File: src/rtl/axis_trig_pkg.sv
// Shared definitions for the trigger-gated AXIS splitter.
// Latency: n/a (types and constants only).
// Backpressure: n/a.
package axis_trig_pkg;

    // FSM encoding; values are visible on state_o so they are fixed here.
    typedef enum logic [1:0] {
        ST_IDLE  = 2'd0,
        ST_ARMED = 2'd1,
        ST_RUN   = 2'd2
    } state_t;

    // Saturation ceiling for the missed-trigger counter.
    localparam logic [15:0] MISSED_MAX = 16'hFFFF;

endpackage

File: src/rtl/axis_lane_fifo.sv
// Per-lane FIFO, DEPTH entries of DATA_W bits, registered storage.
// Latency: 1 cycle from push to valid; no same-cycle bypass when empty.
// Backpressure: full is derived from registered pointers; push is ignored when full.
module axis_lane_fifo #(
    parameter int DATA_W = 17,
    parameter int DEPTH  = 4
) (
    input  logic              aclk,
    input  logic              aresetn,
    input  logic              push,
    input  logic [DATA_W-1:0] din,
    output logic              full,
    input  logic              pop,
    output logic [DATA_W-1:0] dout,
    output logic              valid
);

    localparam int AW = $clog2(DEPTH);
    localparam logic [AW:0] PTR_ONE = {{AW{1'b0}}, 1'b1};

    logic [DATA_W-1:0] r_mem [DEPTH];
    logic [AW:0]       r_wr_ptr;
    logic [AW:0]       r_rd_ptr;
    logic              w_empty;
    logic              w_do_push;
    logic              w_do_pop;

    // Extra pointer MSB distinguishes full (MSBs differ) from empty (equal).
    assign w_empty   = (r_wr_ptr == r_rd_ptr);
    assign full      = (r_wr_ptr[AW] != r_rd_ptr[AW]) &&
                       (r_wr_ptr[AW-1:0] == r_rd_ptr[AW-1:0]);
    assign valid     = ~w_empty;
    assign w_do_push = push & ~full;
    assign w_do_pop  = pop & ~w_empty;

    // Output is forced to zero while empty so idle lanes present clean data.
    assign dout = w_empty ? '0 : r_mem[r_rd_ptr[AW-1:0]];

    // Storage and pointer update; reset discards any buffered entries.
    always_ff @(posedge aclk or negedge aresetn) begin
        if (!aresetn) begin
            r_wr_ptr <= '0;
            r_rd_ptr <= '0;
            for (int i = 0; i < DEPTH; i++) begin
                r_mem[i] <= '0;
            end
        end else begin
            if (w_do_push) begin
                r_mem[r_wr_ptr[AW-1:0]] <= din;
                r_wr_ptr                <= r_wr_ptr + PTR_ONE;
            end
            if (w_do_pop) begin
                r_rd_ptr <= r_rd_ptr + PTR_ONE;
            end
        end
    end

endmodule

File: src/rtl/axis_trig_splitter_nch.sv
// Holds the input stream until a trigger edge, then splits one packet into NCH lane streams.
// Latency: trigger sampled at edge t -> RUN after edge t+SYNC_STAGES; accepted beat -> lane valid 1 cycle later.
// Backpressure: s_axis_tready only in RUN and while every lane FIFO has space; slowest lane paces input.
module axis_trig_splitter_nch
    import axis_trig_pkg::*;
#(
    parameter int LANE_W      = 16,
    parameter int NCH         = 2,
    parameter int FIFO_DEPTH  = 4,
    parameter int SYNC_STAGES = 2
) (
    input  logic                  aclk,
    input  logic                  aresetn,
    input  logic [NCH*LANE_W-1:0] s_axis_tdata,
    input  logic                  s_axis_tvalid,
    output logic                  s_axis_tready,
    input  logic                  s_axis_tlast,
    output logic [NCH*LANE_W-1:0] m_axis_tdata,
    output logic [NCH-1:0]        m_axis_tvalid,
    input  logic [NCH-1:0]        m_axis_tready,
    output logic [NCH-1:0]        m_axis_tlast,
    input  logic                  trigger_in,
    input  logic                  arm,
    input  logic                  continuous,
    output logic [1:0]            state_o,
    output logic [15:0]           missed_trig
);

    state_t                 r_state;
    logic [SYNC_STAGES-1:0] r_sync;
    logic                   r_sync_prev;
    logic [15:0]            r_missed_trig;

    logic                   w_sync_out;
    logic                   w_trig_rise;
    logic                   w_accept;
    logic                   w_last_acc;
    logic [NCH-1:0]         w_full;
    logic [LANE_W:0]        w_lane_dout [NCH];

    assign w_sync_out  = r_sync[SYNC_STAGES-1];
    assign w_trig_rise = w_sync_out & ~r_sync_prev;

    // Ready depends only on state and registered FIFO status, never on tvalid.
    assign s_axis_tready = (r_state == ST_RUN) & ~(|w_full);
    assign w_accept      = s_axis_tvalid & s_axis_tready;
    assign w_last_acc    = w_accept & s_axis_tlast;

    assign state_o     = r_state;
    assign missed_trig = r_missed_trig;

    // Synchronise the asynchronous trigger and keep the previous value for edge detection.
    always_ff @(posedge aclk or negedge aresetn) begin
        if (!aresetn) begin
            r_sync      <= '0;
            r_sync_prev <= 1'b0;
        end else begin
            r_sync      <= {r_sync[SYNC_STAGES-2:0], trigger_in};
            r_sync_prev <= w_sync_out;
        end
    end

    // Control FSM: arm from IDLE, start on trigger edge, finish on accepted tlast.
    always_ff @(posedge aclk or negedge aresetn) begin
        if (!aresetn) begin
            r_state <= ST_IDLE;
        end else begin
            case (r_state)
                ST_IDLE:  if (arm)         r_state <= ST_ARMED;
                ST_ARMED: if (w_trig_rise) r_state <= ST_RUN;
                ST_RUN:   if (w_last_acc)  r_state <= continuous ? ST_ARMED : ST_IDLE;
                default:                   r_state <= ST_IDLE;
            endcase
        end
    end

    // Count edges that arrive while a packet is in flight, including one coinciding with tlast.
    always_ff @(posedge aclk or negedge aresetn) begin
        if (!aresetn) begin
            r_missed_trig <= '0;
        end else if ((r_state == ST_RUN) && w_trig_rise && (r_missed_trig != MISSED_MAX)) begin
            r_missed_trig <= r_missed_trig + 16'd1;
        end
    end

    // One FIFO per lane, all written in lockstep on an accepted beat, drained independently.
    for (genvar k = 0; k < NCH; k++) begin : g_lane
        axis_lane_fifo #(
            .DATA_W (LANE_W + 1),
            .DEPTH  (FIFO_DEPTH)
        ) u_fifo (
            .aclk    (aclk),
            .aresetn (aresetn),
            .push    (w_accept),
            .din     ({s_axis_tlast, s_axis_tdata[k*LANE_W +: LANE_W]}),
            .full    (w_full[k]),
            .pop     (m_axis_tready[k]),
            .dout    (w_lane_dout[k]),
            .valid   (m_axis_tvalid[k])
        );

        assign m_axis_tdata[k*LANE_W +: LANE_W] = w_lane_dout[k][LANE_W-1:0];
        assign m_axis_tlast[k]                  = w_lane_dout[k][LANE_W];
    end

endmodule

File: config.mk
export PLATFORM = sky130hd
export DESIGN_NAME = axis_trig_splitter_nch
export DESIGN_NICKNAME = d
export VERILOG_FILES = /design/src/rtl/axis_trig_pkg.sv /design/src/rtl/axis_lane_fifo.sv /design/src/rtl/axis_trig_splitter_nch.sv
export SDC_FILE = /design/constraint.sdc
export NUM_CORES = 1
export LEC_CHECK = 0
export CORE_AREA = 10 10 169 171
export DETAILED_ROUTE_END_ITERATION = 16
export DIE_AREA = 0 0 179 181
export GPL_TIMING_DRIVEN = 0
export PLACE_DENSITY = 0.63
export SLEW_MARGIN = 15
export SYNTH_ARGS = -nofsm -noshare
export SYNTH_HDL_FRONTEND = slang
export SYNTH_HIERARCHICAL = 1
export SYNTH_SLANG_ARGS = --single-unit
File: constraint.sdc
create_clock -name aclk -period 2.6 [get_ports aclk]
set_input_delay 0.26 -clock aclk [delete_from_list [all_inputs] [get_ports aclk]]
set_output_delay 0.26 -clock aclk [all_outputs]
set_load 0.05 [all_outputs]
After elaboration in Yosys (flattened, before gate mapping):

Cells that the tools add are included.

* flip-flop bits (word level): 169
* bits of input ports: 41
* output and inout port bits: 55
* logic and storage cells: 85

* add/subtract/negate cells: 5
* magnitude comparators: 6
* equal/unequal tests: 12
* mux-type cells: 19
* bitwise logic cells: 18
* reduce and logical (&&, ||, !) cells: 9

Operators with widths (number)
* $bwmux W68: 2
* $mux W17: 8
* $bmux W17 S2: 2
* $demux W17 S2: 2
* $add A16 B1 Y16 const B: 1
* $ne A16 B16 Y1 const B: 1
* $add A3 B1 Y3 const B: 4
* $ge A3 B3 Y1 const B: 4
* $not A2 Y3: 4
* $and A1 B1 Y1: 8
* $eq A3 B3 Y1: 2
* $logic_and A1 B1 Y1: 6
* $lt A3 B1 Y1 const B: 2
* $mux W2: 3
* $ne A2 B2 Y1 const B: 3
* $not A1 Y1: 6
* $pmux W2 S3: 1
* $eq A2 B2 Y1: 2
* $reduce_and A3 Y1: 1
* $eq A2 B1 Y1 const B: 1
* $eq A2 B2 Y1 const B: 1
* $logic_not A2 Y1: 1
* $ne A1 B1 Y1: 2
* $reduce_or A2 Y1: 1
* $mux W1: 1

Logic depth before layout (Yosys ltp):

Gate-level depths: netlist of the first run.

* depth in word-level cells: 9
* gate-level depth with buffers: 9
* depth with buffers taken out: 7

Modules after synthesis:

The synthesis of the first run kept the hierarchy.

Modules (own cells, without submodules)
* axis_lane_fifo: instances 2, cells an instance 224, area an instance 3682.3 µm²
* axis_trig_splitter_nch: instances 1, cells an instance 93, area an instance 1053.5 µm²

Worst setup path after synthesis of the first run:

OpenSTA, ideal clock, no wires.

* kind: flip-flop to flip-flop
* from: register g_lane[1].u_fifo.r_rd_ptr[2]
* to: register g_lane[0].u_fifo/r_mem[10] (netlist bit)
* setup time: 0.125 ns
* arrival time: 3.510 ns
* slack: -1.035 ns
* cell stages (with the launch flop): 10
* path buffers: 2
* period minus slack after synthesis: 3.635 ns
* path through: dfrtp_1 > xor2_1 > buf_4 > and3_1 > nor3_1 > and2_1 > nand2_1 > a31oi_4 > buf_6 > mux2_4

* word-level cells in the longest chain between the ends: 7

Ends and longest elaborated chain
* start, declared: RTL line axis_lane_fifo.sv:23 `logic [AW:0] r_rd_ptr;`
* start signal, assigned: RTL line axis_lane_fifo.sv:53 `r_rd_ptr <= r_rd_ptr + PTR_ONE;`
* $ne A1 B1 Y1: RTL line axis_lane_fifo.sv:30 `assign full = (r_wr_ptr[AW] != r_rd_ptr[AW]) &&`
* $logic_and A1 B1 Y1: RTL line axis_lane_fifo.sv:30
* via w_full[1]: RTL line axis_trig_splitter_nch.sv:38 `logic [NCH-1:0] w_full;`
* $reduce_or A2 Y1: RTL line axis_trig_splitter_nch.sv:45 `assign s_axis_tready = (r_state == ST_RUN) & ~(|w_full);`
* $not A1 Y1: RTL line axis_trig_splitter_nch.sv:45
* $and A1 B1 Y1: RTL line axis_trig_splitter_nch.sv:45
* via s_axis_tready: RTL line axis_trig_splitter_nch.sv:16 `output logic s_axis_tready,`
* $and A1 B1 Y1: RTL line axis_trig_splitter_nch.sv:46 `assign w_accept = s_axis_tvalid & s_axis_tready;`
* via w_accept: RTL line axis_trig_splitter_nch.sv:36 `logic w_accept;`
* $and A1 B1 Y1: RTL line axis_lane_fifo.sv:33 `assign w_do_push = push & ~full;`
* end signal, assigned by index: RTL line axis_lane_fifo.sv:49 `r_mem[r_wr_ptr[AW-1:0]] <= din;`
* end, declared: RTL line axis_lane_fifo.sv:21 `logic [DATA_W-1:0] r_mem [DEPTH];`

The timed path passes the listed nets, and every way through them passes these cells.
A chain may end at the register's enable or synchronous reset.

Final worst setup path of the first run:

* from: register g_lane[0].u_fifo.r_rd_ptr[1]
* to: output m_axis_tlast[0]

* word-level cells in the longest chain between the ends: 5
* elaborated cells between the ends (all ways): 6
* classes of those cells: 1 x eq/ne; 4 x mux; 1 x bitwise

Ends and longest elaborated chain
* start, declared: RTL line axis_lane_fifo.sv:23
* start signal, assigned: RTL line axis_lane_fifo.sv:53
* $not A2 Y3 (implied by the code): RTL line axis_lane_fifo.sv:37 `assign dout = w_empty ? '0 : r_mem[r_rd_ptr[AW-1:0]];`
* $bmux W17 S2: RTL line axis_lane_fifo.sv:37
* $mux W17 (implied by the code) (2 in series): RTL line axis_lane_fifo.sv:37
* $mux W17 (*): RTL line axis_lane_fifo.sv:37
* end, declared: RTL line axis_trig_splitter_nch.sv:21 `output logic [NCH-1:0] m_axis_tlast,`

Mark *: on every way between the ends. The rest lies on a longest branch, timed or not. The select of a mux whose other input is x is not followed.

==> results of run 1 <==
-- cells in the final DEF (no fill, tap or decap), types with 11 or more instances in the layout --
master,n
nand2_1,17
buf_2,21
clkdlybuf4s50_1,57
xnor2_1,14
buf_4,22
ha_1,11
clkbuf_16,18
mux4_2,34
mux2_2,59
mux2_4,80
inv_1,11
buf_6,13
dfrtp_1,167
nor2b_1,36
clkdlybuf4s15_2,12
-- metal layers --
layer,GRT usage (%),vias up,wire length [um]
met4,3.540,0,248
met1,15.00,2627,8524
met2,20.97,79,10070
met3,3.482,16,848
met5,0,-,0
li1,-,2258,-
-- Yosys cell counts, drive strengths merged, types with 2 or more instances --
| cell type | count |
|---|---|
| o21ai | 2 |
| xor2 | 8 |
| nor3 | 4 |
| buf | 18 |
| nand4 | 8 |
| clkbuf | 4 |
| nand2 | 19 |
| o311ai | 2 |
| and3 | 5 |
| nand3 | 6 |
| o21bai | 2 |
| xnor2 | 18 |
| inv | 11 |
| a21oi | 2 |
| o31ai | 2 |
| o22ai | 2 |
| o21a | 3 |
| nor2b | 36 |
| dfrtp | 169 |
| and4 | 2 |
| ha | 11 |
| a31oi | 13 |
| nor4 | 2 |
| nor2 | 7 |
| mux2 | 139 |
| mux4 | 34 |
| a311oi | 2 |
-- worst max-delay path: stages (launching register included) --
cell,delay (ns)
dfrtp_1,0.45
buf_4,0.26
xor2_2,0.26
nor3_4,0.06
buf_4,0.18
nor2b_1,0.20
clkdlybuf4s15_2,0.41
-- worst paths after layout --
check / start / slack, ns / end / depth (start not counted)
max in group asynchronous: aresetn / 1.34 / g_lane[1].u_fifo/r_mem[41] / 3
worst max register to register: g_lane[1].u_fifo/r_rd_ptr[2] / 0.12 / g_lane[1].u_fifo/r_mem[42] / 9
min in group asynchronous: aresetn / 0.36 / g_lane[0].u_fifo/r_mem[36] / 2
worst max-delay path: g_lane[0].u_fifo/r_rd_ptr[1] / 0.1 / m_axis_tlast[0] / 6
worst min register to register: r_sync[0] / 0.35 / r_sync[1] / 0
worst min-delay path: trigger_in / 0.28 / r_sync[0] / 1
-- where the power goes --
part / internal (uW) / switching (uW) / total, uW / leakage (uW)
registers: 3740 / 756 / 4500 / 0.00223
clock network: 1480 / 1100 / 2580 / 0.000291
logic: 3220 / 3920 / 7140 / 0.00226
total: 8430 / 5780 / 14200 / 0.00478
-- sequential cells by signal, summed over array words and instances (netlist names) --
| signal | flops |
|---|---|
| g_lane.u_fifo/r_rd_ptr | 6 |
| state_o | 2 |
| missed_trig | 16 |
| g_lane.u_fifo/r_wr_ptr | 6 |
| g_lane.u_fifo/r_mem | 136 |
| r_sync_prev | 1 |
| r_sync | 2 |
-- kinds of logic (layout without fill, tap and decap cells) --
logic type               after synthesis  count (layout)  synth area share (%)
AO/OA/AOI/OAI                         35              35                 4.414
buffers and inverters                 33             184                 2.393
XOR/XNOR                              26              26                 3.062
adder cells (fa/ha/maj)               11              11                 1.635
flip-flops                           169             169                 50.24
AND/OR/NAND/NOR                       93              94                 6.971
multiplexers                         174             174                 31.29
-- per-stage QoR --
step	utilization, %	TNS, ns
5_1_grt	42.81	0
3_5_place_dp	39.53	-30.86
4_1_cts	42.90	0
3_3_place_gp	39.40	-933.27
2_1_floorplan	-	-13.11
6_report	42.81	0
-- what timing repair did --
item,in CTS,in global routing
buffers inserted,19,3
endpoints found under the hold margin,68,0
cloned,0,2
hold buffers,1,0
endpoints found under the setup margin,151,160
gates resized for setup,127,58
pin swaps,2,3
-- area by class of cell --
class                   instances  area share [%]
plain buffers                  22           2.160
clock buffers                  19           4.226
clock inverters                12           1.296
inverters                      11          0.3852
multi-input cells             340           38.51
flip-flops and latches        169           39.48
well taps                     330           3.852
repair buffers                120           10.09
==> results.cfg, run 1 <==
[floorplanning]
dieHeight_um = 181
start_util_pct = 33.62
coreArea_mm2 = 0.02504
ios = 96
die_w_um = 179
dieArea_mm2 = 0.03240
fp-row-count = 58

[critical_path]
cp.required_ns = 2.34
cp-end-kind = primary output
path_max_fanout = 10
arrival_ns = 2.24
path_class = flip-flop to primary output
critPathLaunchType = flip-flop

[synthesis]
synth_seq_cells = 169
yosys_warnings = 6
seq_area_frac_synth_pct = 50.24
synthFlopType = dfrtp_1
yosys.area.top_type = dfrtp_1
ys_types = 44
syn_area_mm2 = 0.008418
yosys-top-cells-area = dfrtp_1, mux2_4, mux4_2
syn_area_per_cell_um2 = 15.56
synthArstFlopShare_pct = 100.0
synth_fp_nets = 593
synth.top_cell.area_share_pct = 50.24
synth_edf_count = 0
synthCells = 541

[sta]
period_share_pct = 96.25
hold_slack_ns = 0.2838
finalClockSkew_ns = 0.01822
worst_pin_slew_ns = 0.5455
fmax_mhz = 399.6
final_max_slew_viol_count = 0
setup_viol = 0
rsz0062_at_grt = no
finalHoldViolCount = 0
timing.final.ws_setup_ns = 0.09756
post-route-min-period_ns = 2.502
slew_headroom_pct = 63.63

[pwr]
p_total_uw = 14210
ir_worst_vdd_mv = 0.7215
leakage_uw = 0.004783
powerDensity_mw_per_mm2 = 1326

[place]
dp_cells = 967
port_buffers = 95
gp_congestion = 0.8055
hpwl_um = 13250
placed_area_mm2 = 0.009896
place_ws_ns = -0.7333

[final_layout]
instances_no_fill = 1023
drive_above_1_share_pct = 46.61
regArea_mm2 = 0.004232
syn_to_final_growth_pct = 27.32
layout.nets = 733
n_fill_cell = 2249
design_area_mm2 = 0.01072
multi_input_area_mm2 = 0.004128
diodes = 0

[min_path]
hold_path.class = primary input to flip-flop

[detailed_routing]
drtAntennaViolNets = 0
wirelength_um = 19700
drtIter0Drc = 161
vias = 4980
dr.pass1.iters = 5
wl_per_cell_um = 19.25
via_per_inst = 4.868
drc = 0

[clock_tree]
tritoncts = yes
ctsLongestPathBuffers = 2
clk_pin_slew_ns = 0.07
cts_sinks = 169
clkLatencyLatePin_ns = 0.43
cts_buffers = 17
h-tree-depth = 4
ctsRootBufferMaster = clkbuf_16

[grt]
grt_overflow = 0
grt_pass1_vias = 5749
grt_usage_pct = 12.41
grt_antenna_before_repair = 0
grt_max_degree = 102
grt_pass1_wl_um = 31900

[status]
status = finished clean

[run]
drv_cap = 0
Power figures use the tool's default switching activity.
==> inputs of run 2 (changes only) <==
Settings changed: CAP_MARGIN from default to 15, CELL_PAD_IN_SITES_DETAIL_PLACEMENT from default to 0, CELL_PAD_IN_SITES_GLOBAL_PLACEMENT from default to 1, CTS_CLUSTER_DIAMETER from default to 60, PLACE_DENSITY 0.63 to 0.71.
==> run 2 against run 1 <==
Clock-buffer cell count shrank 2; register-to-register slack about the same; first-iteration DRC count up 52%; sequential cell count unchanged; non-clock buffer count grew 5; global-route usage barely moved; core utilization increased by 0.37 points; routed wire length shrank 0.50%; clock power increased by 4%; highest routed layer unchanged; cell count increased by 0.59%; sequential power about the same; largest cell class unchanged; fmax grew 0.43%.
==> results.cfg, run 2 (synthesis gave the netlist of run 1 again) <==
[clock_tree]
clk_pin_slew_ns = 0.07
ctsLongestPathBuffers = 2
clkLatencyLatePin_ns = 0.44
h-tree-depth = 4
ctsRootBufferMaster = clkbuf_16
cts_sinks = 169
tritoncts = yes
cts_buffers = 17

[min_path]
hold_depth = 1
worstHoldStart = trigger_in
hold_path.class = primary input to flip-flop
min_to = r_sync[0]

[grt]
grt_pass1_wl_um = 31820
grt_max_degree = 89
grt_usage_pct = 12.44
grt_antenna_before_repair = 0
grt_pass1_vias = 5688
grt_overflow = 0

[place]
gp_congestion = 0.8000
place_ws_ns = -0.6908
port_buffers = 95
hpwl_um = 13120

[critical_path]
path_max_fanout = 10
arrival_ns = 2.23
regToRegEndpoint = g_lane[1].u_fifo/r_mem[37]
r2r_cells = 11
critPathLaunchType = flip-flop
cp.required_ns = 2.34
path_class = flip-flop to primary output
cp-end-kind = primary output
timing.rr.start = g_lane[1].u_fifo/r_rd_ptr[2]
reg2reg_setup_slack_ns = 0.12

[final_layout]
final_common_cell = dfrtp_1
drive_above_1_share_pct = 47.07
layout.nets = 738
diodes = 0
mostFrequentLayoutCells = dfrtp_1, mux2_4, mux2_2
n_fill_cell = 2210
largest_register_ffs = 136
largest_register = g_lane.u_fifo/r_mem
utilization_pct = 43.18
syn_to_final_growth_pct = 28.43

[sta]
timing.final.ws_setup_ns = 0.1084
worst_pin_slew_ns = 0.6605
tns_ns = 0
setup_viol = 0
hold_slack_ns = 0.2676
slew_headroom_pct = 55.96
period_share_pct = 95.83
post-route-min-period_ns = 2.492
final_max_slew_viol_count = 0
finalClockSkew_ns = 0.01521
finalHoldViolCount = 0
fmax_mhz = 401.3
rsz0062_at_grt = no

[detailed_routing]
drtAntennaViolNets = 0
vias = 4988
wirelength_um = 19600
dr.pass1.iters = 4
via_per_inst = 4.847
drtIter0Drc = 245
wl_per_cell_um = 19.04
drc = 0

[pwr]
leakage_uw = 0.004830
ir_worst_vdd_mv = 1.040
p_total_uw = 14410
powerDensity_mw_per_mm2 = 1333

[floorplanning]
dieArea_mm2 = 0.03240
dieHeight_um = 181
fp-row-count = 58
start_util_pct = 33.62
ios = 96
coreArea_mm2 = 0.02504
die_w_um = 179

[status]
status = finished clean

[run]
drv_cap = 0
## run 2: cell count changes in the layout (fill, tap and decap cells not counted), sizes merged
cell / previous run / this run
buf: 61 / 66
clkbuf: 30 / 27
clkdlybuf4s18: 0 / 1
clkinv: 4 / 5
clkinvlp: 1 / 0
inv: 16 / 19
## run 2: where the power goes
group          switching [uW]  total (uW)  leakage [uW]  internal (uW)
Combinational            3950        7250       0.00229           3290
Clock                    1210        2680      0.000306           1480
Sequential                745        4480       0.00223           3740
## run 2: final cells by class
cell class / instances / area [um^2] / share of cell area, %
tap: 330 / 412.9 / 3.819
clock buffer: 17 / 425.4 / 3.935
sequential: 169 / 4232 / 39.14
inverter: 11 / 41.29 / 0.3819
buffer: 22 / 219.0 / 2.025
clock inverter: 15 / 198.9 / 1.840
multi-input combinational: 340 / 4139 / 38.28
timing repair buffer: 125 / 1144 / 10.58
## run 2: through the flow
stage / area, um^2 / std cells
3_5_place_dp: 9896 / 967
6_report: 10810 / 1029
3_3_place_gp: 9863 / 966
5_1_grt: 10810 / 1029
4_1_cts: 10790 / 1022
2_1_floorplan: 8499 / 541
## run 2: critical path, cell delays in order (launching register included)
cell,delay (ns)
dfrtp_1,0.47
buf_4,0.28
xor2_2,0.26
nor3_4,0.06
clkbuf_2,0.23
nor2b_1,0.23
clkbuf_4,0.27
## run 2: how the worst max path moves through the flow
| stage | cells past startpoint | startpoint | endpoint | slack (ns) |
|---|---|---|---|---|
| 2_1_floorplan | 9 | g_lane[0].u_fifo/r_rd_ptr[2] | g_lane[0].u_fifo/r_mem[23] | -0.16 |
| 3_3_place_gp | 1 | aresetn | g_lane[1].u_fifo/r_mem[63] | -5.39 |
| 3_5_place_dp | 6 | g_lane[0].u_fifo/r_rd_ptr[1] | m_axis_tdata[15] | -0.69 |
| 4_1_cts | 6 | g_lane[1].u_fifo/r_rd_ptr[1] | m_axis_tdata[24] | 0.0002 |
| 5_1_grt | 6 | g_lane[0].u_fifo/r_rd_ptr[1] | m_axis_tdata[15] | 0.002 |
| 6_report | 6 | g_lane[0].u_fifo/r_rd_ptr[1] | m_axis_tdata[15] | 0.11 |
## run 2: per-layer routing
| layer | wire, um | track usage, % |
|---|---|---|
| met1 | 8714 | 15.50 |
| met2 | 9854 | 20.63 |
| met3 | 784 | 3.211 |
| met4 | 242 | 3.672 |
| met5 | 0 | 0 |
## run 2: what timing repair did
action	in CTS	in global routing
endpoints found under the hold margin	81	0
hold buffers	1	0
resized for setup	148	45
buffers inserted	21	6
pin swaps	4	1
endpoints found under the setup margin	143	55
gates cloned	1	1
==> RTL change 1 (config.mk and constraints of run 1) <==
`NCH`: 2 -> 1.
--- a/src/rtl/axis_trig_splitter_nch.sv
+++ b/src/rtl/axis_trig_splitter_nch.sv
@@ -5,7 +5,7 @@
     import axis_trig_pkg::*;
 #(
     parameter int LANE_W      = 16,
-    parameter int NCH         = 2,
+    parameter int NCH         = 1,
     parameter int FIFO_DEPTH  = 4,
     parameter int SYNC_STAGES = 2
 ) (
Ports: changed (5 resized); port bits go from 96 to 61. The function was not compared with the original's and may differ.
==> RTL change 1 against run 1 <==
Setup slack improved by 20 ps; core utilization decreased by 18 points; sequential cell count decreased by 74; final area decreased by 43%; routed wire length decreased by 43%; area after synthesis decreased by 44%; total power decreased by 47%; combinational power decreased by 46%; critical path type is now reg -> reg; highest routed layer unchanged.
==> RTL change 1: results (changes against run 1) <==
| Metric | Value |
|---|---|
| Number of H-tree levels | `3 (-1)` |
| Iteration-0 DRC Markers | `116 (-28%)` |
| Max reg flops | `68 (-50%)` |
| Vias in the first global route | `3045 (-47%)` |
| Vias/cell | `3.85 (-21%)` |
| Critical Path Max Stage Delay | `400 ps (-50 ps)` |
| Critical Path AT | `2700 ps (+460 ps)` |
| Clk_skew | `11.0 ps (-7.23 ps)` |
| Layout cells sized above 1 | `40.1% (-6.5 points)` |
| Post-CTS resize count | `69 (-46%)` |
| Post-CTS Setup Inserts | `9 (-10)` |
| Global-route usage over all layers | `7.22% (-5.2 points)` |
| GR Util met3 | `2.23% (-1.3 points)` |
| Most frequent cells after synthesis | `95 x dfrtp_1, 39 x mux2_4, 30 x mux2_2` |
| Setup WS pre-CTS | `-766 ps (-33.2 ps)` |
| Clock Latency Late Sink | `340 ps (-90 ps)` |
| Leak | `0.00264 µW (-45%)` |
| Hold Path Class | `in -> async` |
| Top Family by Delay on Critical Path | `simple AND/OR/NAND/NOR gates` |
| Wire per inst | `15.4 µm (-20%)` |
| TritonCTS Buffers | `9 (-8)` |
| First-pass GRT wire length | `18000 µm (-44%)` |
| Placed cell area | `0.00576 mm² (-42%)` |
| Met1 Usage GRT | `9.15% (-5.9 points)` |
| Fillcell total | `2619 (+16%)` |
| CTS max path bufs | `2 (unchanged)` |
| TritonRoute pass-1 iters | `4 (-1)` |
| Post-Synthesis Net Count | `345 (-42%)` |
| Sw frac | `41.7% (+1.1 points)` |
| Port Buffers | `60 (-37%)` |
| Top cells by area, synth | `dfrtp_1 50%, mux2_4 12%, mux4_2 8.1%, mux2_2 7.2%, nor2b_1 2.4%` |
| Routability congestion estimate | `0.727 (-9.7%)` |
| Yosys cell types | `42 (-4.5%)` |
| Sequential area share after synthesis | `50.5% (+0.24 points)` |
| Met2 Track Usage GR | `11.6% (-9.4 points)` |
| Clock root cell | `clkbuf_16` |
| Slew @ Worst Pin | `570 ps (+24.9 ps)` |
| Worst vdd ir | `0.770 mV (+6.7%)` |
| Detailed Place HPWL | `7820 µm (-41%)` |
| Status | `completed` |
| Nets | `427 (-42%)` |
| Largest net degree at the start of global routing | `81 (-21%)` |
==> RTL change 1: cell count changes after synthesis, moves of 4 or more <==
cell,before,now
nand2_1,19,10
dfrtp_1,169,95
nor2b_1,36,18
and3_1,5,1
a31oi_4,8,4
mux2_4,78,39
mux2_2,61,30
inv_1,11,6
ha_1,11,6
mux4_2,34,17
buf_2,8,4
nand4_2,0,4
==> RTL change 1: final timing paths <==
kind                                                           from                                       end  slack, ps  cells past startpoint
hold reg to reg                                 r_sync[0]$_DFF_PN0_                       r_sync[1]$_DFF_PN0_        350                      0
min in group aclk                               r_sync[0]$_DFF_PN0_                       r_sync[1]$_DFF_PN0_        350                      0
setup reg to reg           g_lane[0].u_fifo/r_rd_ptr[2]$_DFFE_PN0P_    g_lane[0].u_fifo/r_mem[26]$_DFFE_PN0P_        120                      9
setup / recovery           g_lane[0].u_fifo/r_rd_ptr[2]$_DFFE_PN0P_    g_lane[0].u_fifo/r_mem[26]$_DFFE_PN0P_        120                      9
hold / removal                                              aresetn    g_lane[0].u_fifo/r_mem[35]$_DFFE_PN0P_        310                      2
max in group asynchronous                                   aresetn  g_lane[0].u_fifo/r_wr_ptr[1]$_DFFE_PN0P_       1630                      3
==> RTL change 1: power groups by stage <==
| stage | logic (µW) | registers [µW] | clock network (µW) |
|---|---|---|---|
| floorplan | 2770 | 2440 | 0 |
| global route | 4140 | 2510 | 1370 |
| finish | 3870 | 2420 | 1250 |
| global placement | 3890 | 2420 | 0 |
| detailed placement | 3940 | 2430 | 0 |
| CTS | 3940 | 2420 | 1320 |
==> RTL change 1: layout make-up <==
cell class	count	area share, %
multi-input cells	201	36.6
clock buffers	10	3.72
inverters	6	0.366
plain buffers	13	1.93
flip-flops and latches	95	38.7
repair buffers	71	11.2
well taps	330	6.71
clock inverters	5	0.752
==> RTL change 1: cell families (layout without fill, tap and decap cells) <==
group / Yosys count / count (layout) / synth area share, %
and+or+nand+nor: 70 / 70 / 9.43
DFF: 95 / 95 / 50.5
AOI/OAI and AO/OA: 16 / 16 / 3.45
adders and majority gates: 6 / 6 / 1.59
xor gates and xnor gates: 22 / 22 / 4.41
buffers and inverters: 19 / 105 / 2.66
muxes: 87 / 87 / 28.0
==> RTL change 1: per-stage QoR <==
step                util [%]  std cells
floorplan                  -        315
global placement        22.9        705
detailed placement      23.0        706
CTS                     24.5        731
global route            24.6        731
finish                  24.6        731
==> RTL change 1: routing by layer <==
layer	vias to the layer above	part of all wire [%]
met1	1462	47
met2	34	49
li1	1311	-
met5	-	0
met3	8	3.2
met4	0	0.89
==> RTL change 1: worst register-to-register path: stages, from the launching register on <==
cell     delay, ps
dfrtp_1        400
xor2_1         200
buf_4          210
and3_1         260
nor2_4         140
and2_2         230
nand2_1        110
a31oi_4        250
buf_6          240
mux2_4         320
==> RTL change 2 (flow settings as in run 1) <==
Without the edit above. Make the reset (`aresetn`) synchronous in 4 clocked blocks. Comments in the files are not updated.
--- a/src/rtl/axis_lane_fifo.sv
+++ b/src/rtl/axis_lane_fifo.sv
@@ -37,7 +37,7 @@
     assign dout = w_empty ? '0 : r_mem[r_rd_ptr[AW-1:0]];
 
     // Storage and pointer update; reset discards any buffered entries.
-    always_ff @(posedge aclk or negedge aresetn) begin
+    always_ff @(posedge aclk) begin
         if (!aresetn) begin
             r_wr_ptr <= '0;
             r_rd_ptr <= '0;
--- a/src/rtl/axis_trig_splitter_nch.sv
+++ b/src/rtl/axis_trig_splitter_nch.sv
@@ -50,7 +50,7 @@
     assign missed_trig = r_missed_trig;
 
     // Synchronise the asynchronous trigger and keep the previous value for edge detection.
-    always_ff @(posedge aclk or negedge aresetn) begin
+    always_ff @(posedge aclk) begin
         if (!aresetn) begin
             r_sync      <= '0;
             r_sync_prev <= 1'b0;
@@ -61,7 +61,7 @@
     end
 
     // Control FSM: arm from IDLE, start on trigger edge, finish on accepted tlast.
-    always_ff @(posedge aclk or negedge aresetn) begin
+    always_ff @(posedge aclk) begin
         if (!aresetn) begin
             r_state <= ST_IDLE;
         end else begin
@@ -75,7 +75,7 @@
     end
 
     // Count edges that arrive while a packet is in flight, including one coinciding with tlast.
-    always_ff @(posedge aclk or negedge aresetn) begin
+    always_ff @(posedge aclk) begin
         if (!aresetn) begin
             r_missed_trig <= '0;
         end else if ((r_state == ST_RUN) && w_trig_rise && (r_missed_trig != MISSED_MAX)) begin
Function: differs if aresetn is asserted again (counterexample within 4 cycles, from zero or initial values and one cycle with aresetn low); with aresetn held inactive, the same outputs for 10 cycles.
==> RTL change 2 against run 1 <==
Routed wire length grew 4.6%; sequential cell count grew 4; critical path depth shrank 1; final area grew 1.3%; first-iteration DRC count grew 130%; area after synthesis shrank 1.9%; setup slack gained 0.80 ps; sequential share of layout area grew 5.1 points; largest cell class unchanged.
Power is not compared: it rests on default switching activity, and its combinational part moved more than twofold at a synthesized area within 25%.
==> RTL change 2: results (changes against run 1) <==
| Metric | Value |
|---|---|
| Gate Count Post-Synth | `668 (+23%)` |
| Detailed Place HPWL | `14300 µm (+7.6%)` |
| FF-to-FF path depth | `9 (unchanged)` |
| Top cells by area, synth | `edfxtp_1 49%, mux4_2 9.3%, dfxtp_1 9.0%, nor2_1 6.5%, nand2_1 2.9%` |
| DR vias | `5746 (+15%)` |
| Leak | `0.00388 µW` |
| Global-route usage over all layers | `12.9% (+0.48 points)` |
| Placed cell area | `0.0100 mm² (+1.3%)` |
| Vias in the first global route | `5874 (+2.2%)` |
| CP Max Fanout | `10 (unchanged)` |
| Most frequent cells after synthesis | `142 x nor2_1, 136 x edfxtp_1, 63 x nand2_1` |
| Wire per inst | `17.8 µm (-7.6%)` |
| Status | `completed` |
| Hold Path Class | `in -> reg` |
| Yosys cell types | `61 (+39%)` |
| Ys async rst share | `0% (-100 points)` |
| Largest area contributor in the netlist | `edfxtp_1` |
| Layout cells sized above 1 | `25.4% (-21 points)` |
| TritonCTS Buffers | `17 (unchanged)` |
| Port Buffers | `95 (unchanged)` |
| Hold depth | `2 (+1)` |
| Placed cell count | `1101 (+14%)` |
| Top Family by Delay on Critical Path | `buffers and inverters` |
| EDFF count, synth | `136 (+136)` |
| Number of H-tree levels | `4 (unchanged)` |
| Clock root cell | `clkbuf_16` |
| Top Layer Used | `met4` |
| Clk_skew | `14.3 ps (-3.96 ps)` |
| TritonRoute pass-1 iters | `4 (-1)` |
| Setup WS pre-CTS | `-499 ps (+234 ps)` |
| Wl on met1 | `9060 µm (+6.3%)` |
| Clock Latency Late Sink | `440 ps` |
| Nets | `861 (+17%)` |
| Met3 WL | `1030 µm (+22%)` |
| Critical Path Max Stage Delay | `560 ps (+110 ps)` |
| Crit path from | `g_lane[1].u_fifo/r_wr_ptr[2]$_SDFFE_PN0P_` |
| Synth warnings | `6 (unchanged)` |
| Iteration-0 DRC Markers | `368 (+130%)` |
| First-pass GRT wire length | `32700 µm (+2.5%)` |
| Routability congestion estimate | `0.767 (-4.8%)` |
| GR Util met3 | `2.59% (-0.90 points)` |
| Met2 Track Usage GR | `21.0% (+0.045 points)` |
| CP max stage cell | `dfxtp_1` |
| Hold Startpoint | `trigger_in` |
| Slew @ Worst Pin | `698 ps (+152 ps)` |
| Met1 Usage GRT | `16.5% (+1.5 points)` |
| Worst vdd ir | `0.340 mV` |
| Post-Synthesis Net Count | `714 (+20%)` |
| Critical Path AT | `2240 ps (about the same)` |
| Initial antenna violation count | `0 (unchanged)` |
| Final wirelength | `20600 µm (+4.6%)` |
| CTS clk-pin slew, worst paths | `70 ps (about the same)` |
| Largest net degree at the start of global routing | `19 (-81%)` |
| Sequential area share after synthesis | `58.4% (+8.2 points)` |
| Metal2 WL | `10200 µm (+1.2%)` |
| Final Hold Viols | `0 (unchanged)` |
==> RTL change 2: cell count changes after synthesis, moves of 12 or more <==
cell      before  now
nand2_1       19   63
dfxtp_1        0   37
nor2_1         7  142
edfxtp_1       0  136
xnor2_1       14    0
o21ai_0        0   12
mux2_2        61    0
mux2_4        78    0
dfrtp_1      169    0
==> RTL change 2: worst paths after layout <==
| path | to | slack (ps) |
|---|---|---|
| worst min-delay path | r_sync[0]$_SDFF_PN0_ | 410 |
| worst max register to register | g_lane[0].u_fifo/r_mem[2][3]$_SDFFCE_PN0P_ | 110 |
| worst max-delay path | m_axis_tdata[21] | 100 |
| worst min register to register | r_sync[1]$_SDFF_PN0_ | 440 |
==> RTL change 2: final cells by class <==
type | instances | area (µm²)
clock inverter | 15 | 150
multi-input combinational | 433 | 3350
timing repair buffer | 128 | 1250
buffer | 41 | 348
inverter | 21 | 88.8
tap | 330 | 413
fill | 2355 | 14200
sequential | 173 | 4840
clock buffer | 17 | 425
==> RTL change 2: kinds of logic after synthesis <==
group                      count (synthesis)  share of synthesized area (%)
xor gates and xnor gates                   9                           1.59
DFF                                      173                           58.4
adders and majority gates                  5                          0.757
AOI/OAI and AO/OA                         70                           6.83
muxes                                     38                           9.76
buffers and inverters                     62                           4.12
and+or+nand+nor                          311                           18.5
==> RTL change 2: what timing repair did <==
item / CTS / global route
pin swaps: 13 / 3
buffers inserted: 20 / 5
setup endpoints to repair: 252 / 195
gates resized for setup: 106 / 15
==> RTL change 2: report_power, final <==
group / leakage (µW) / internal, µW / total (µW) / switching (µW)
clock network: 0.000280 / 1280 / 2470 / 1190
logic: 0.00189 / 587 / 1410 / 819
registers: 0.00171 / 3070 / 3130 / 59.6
total: 0.00388 / 4940 / 7010 / 2070
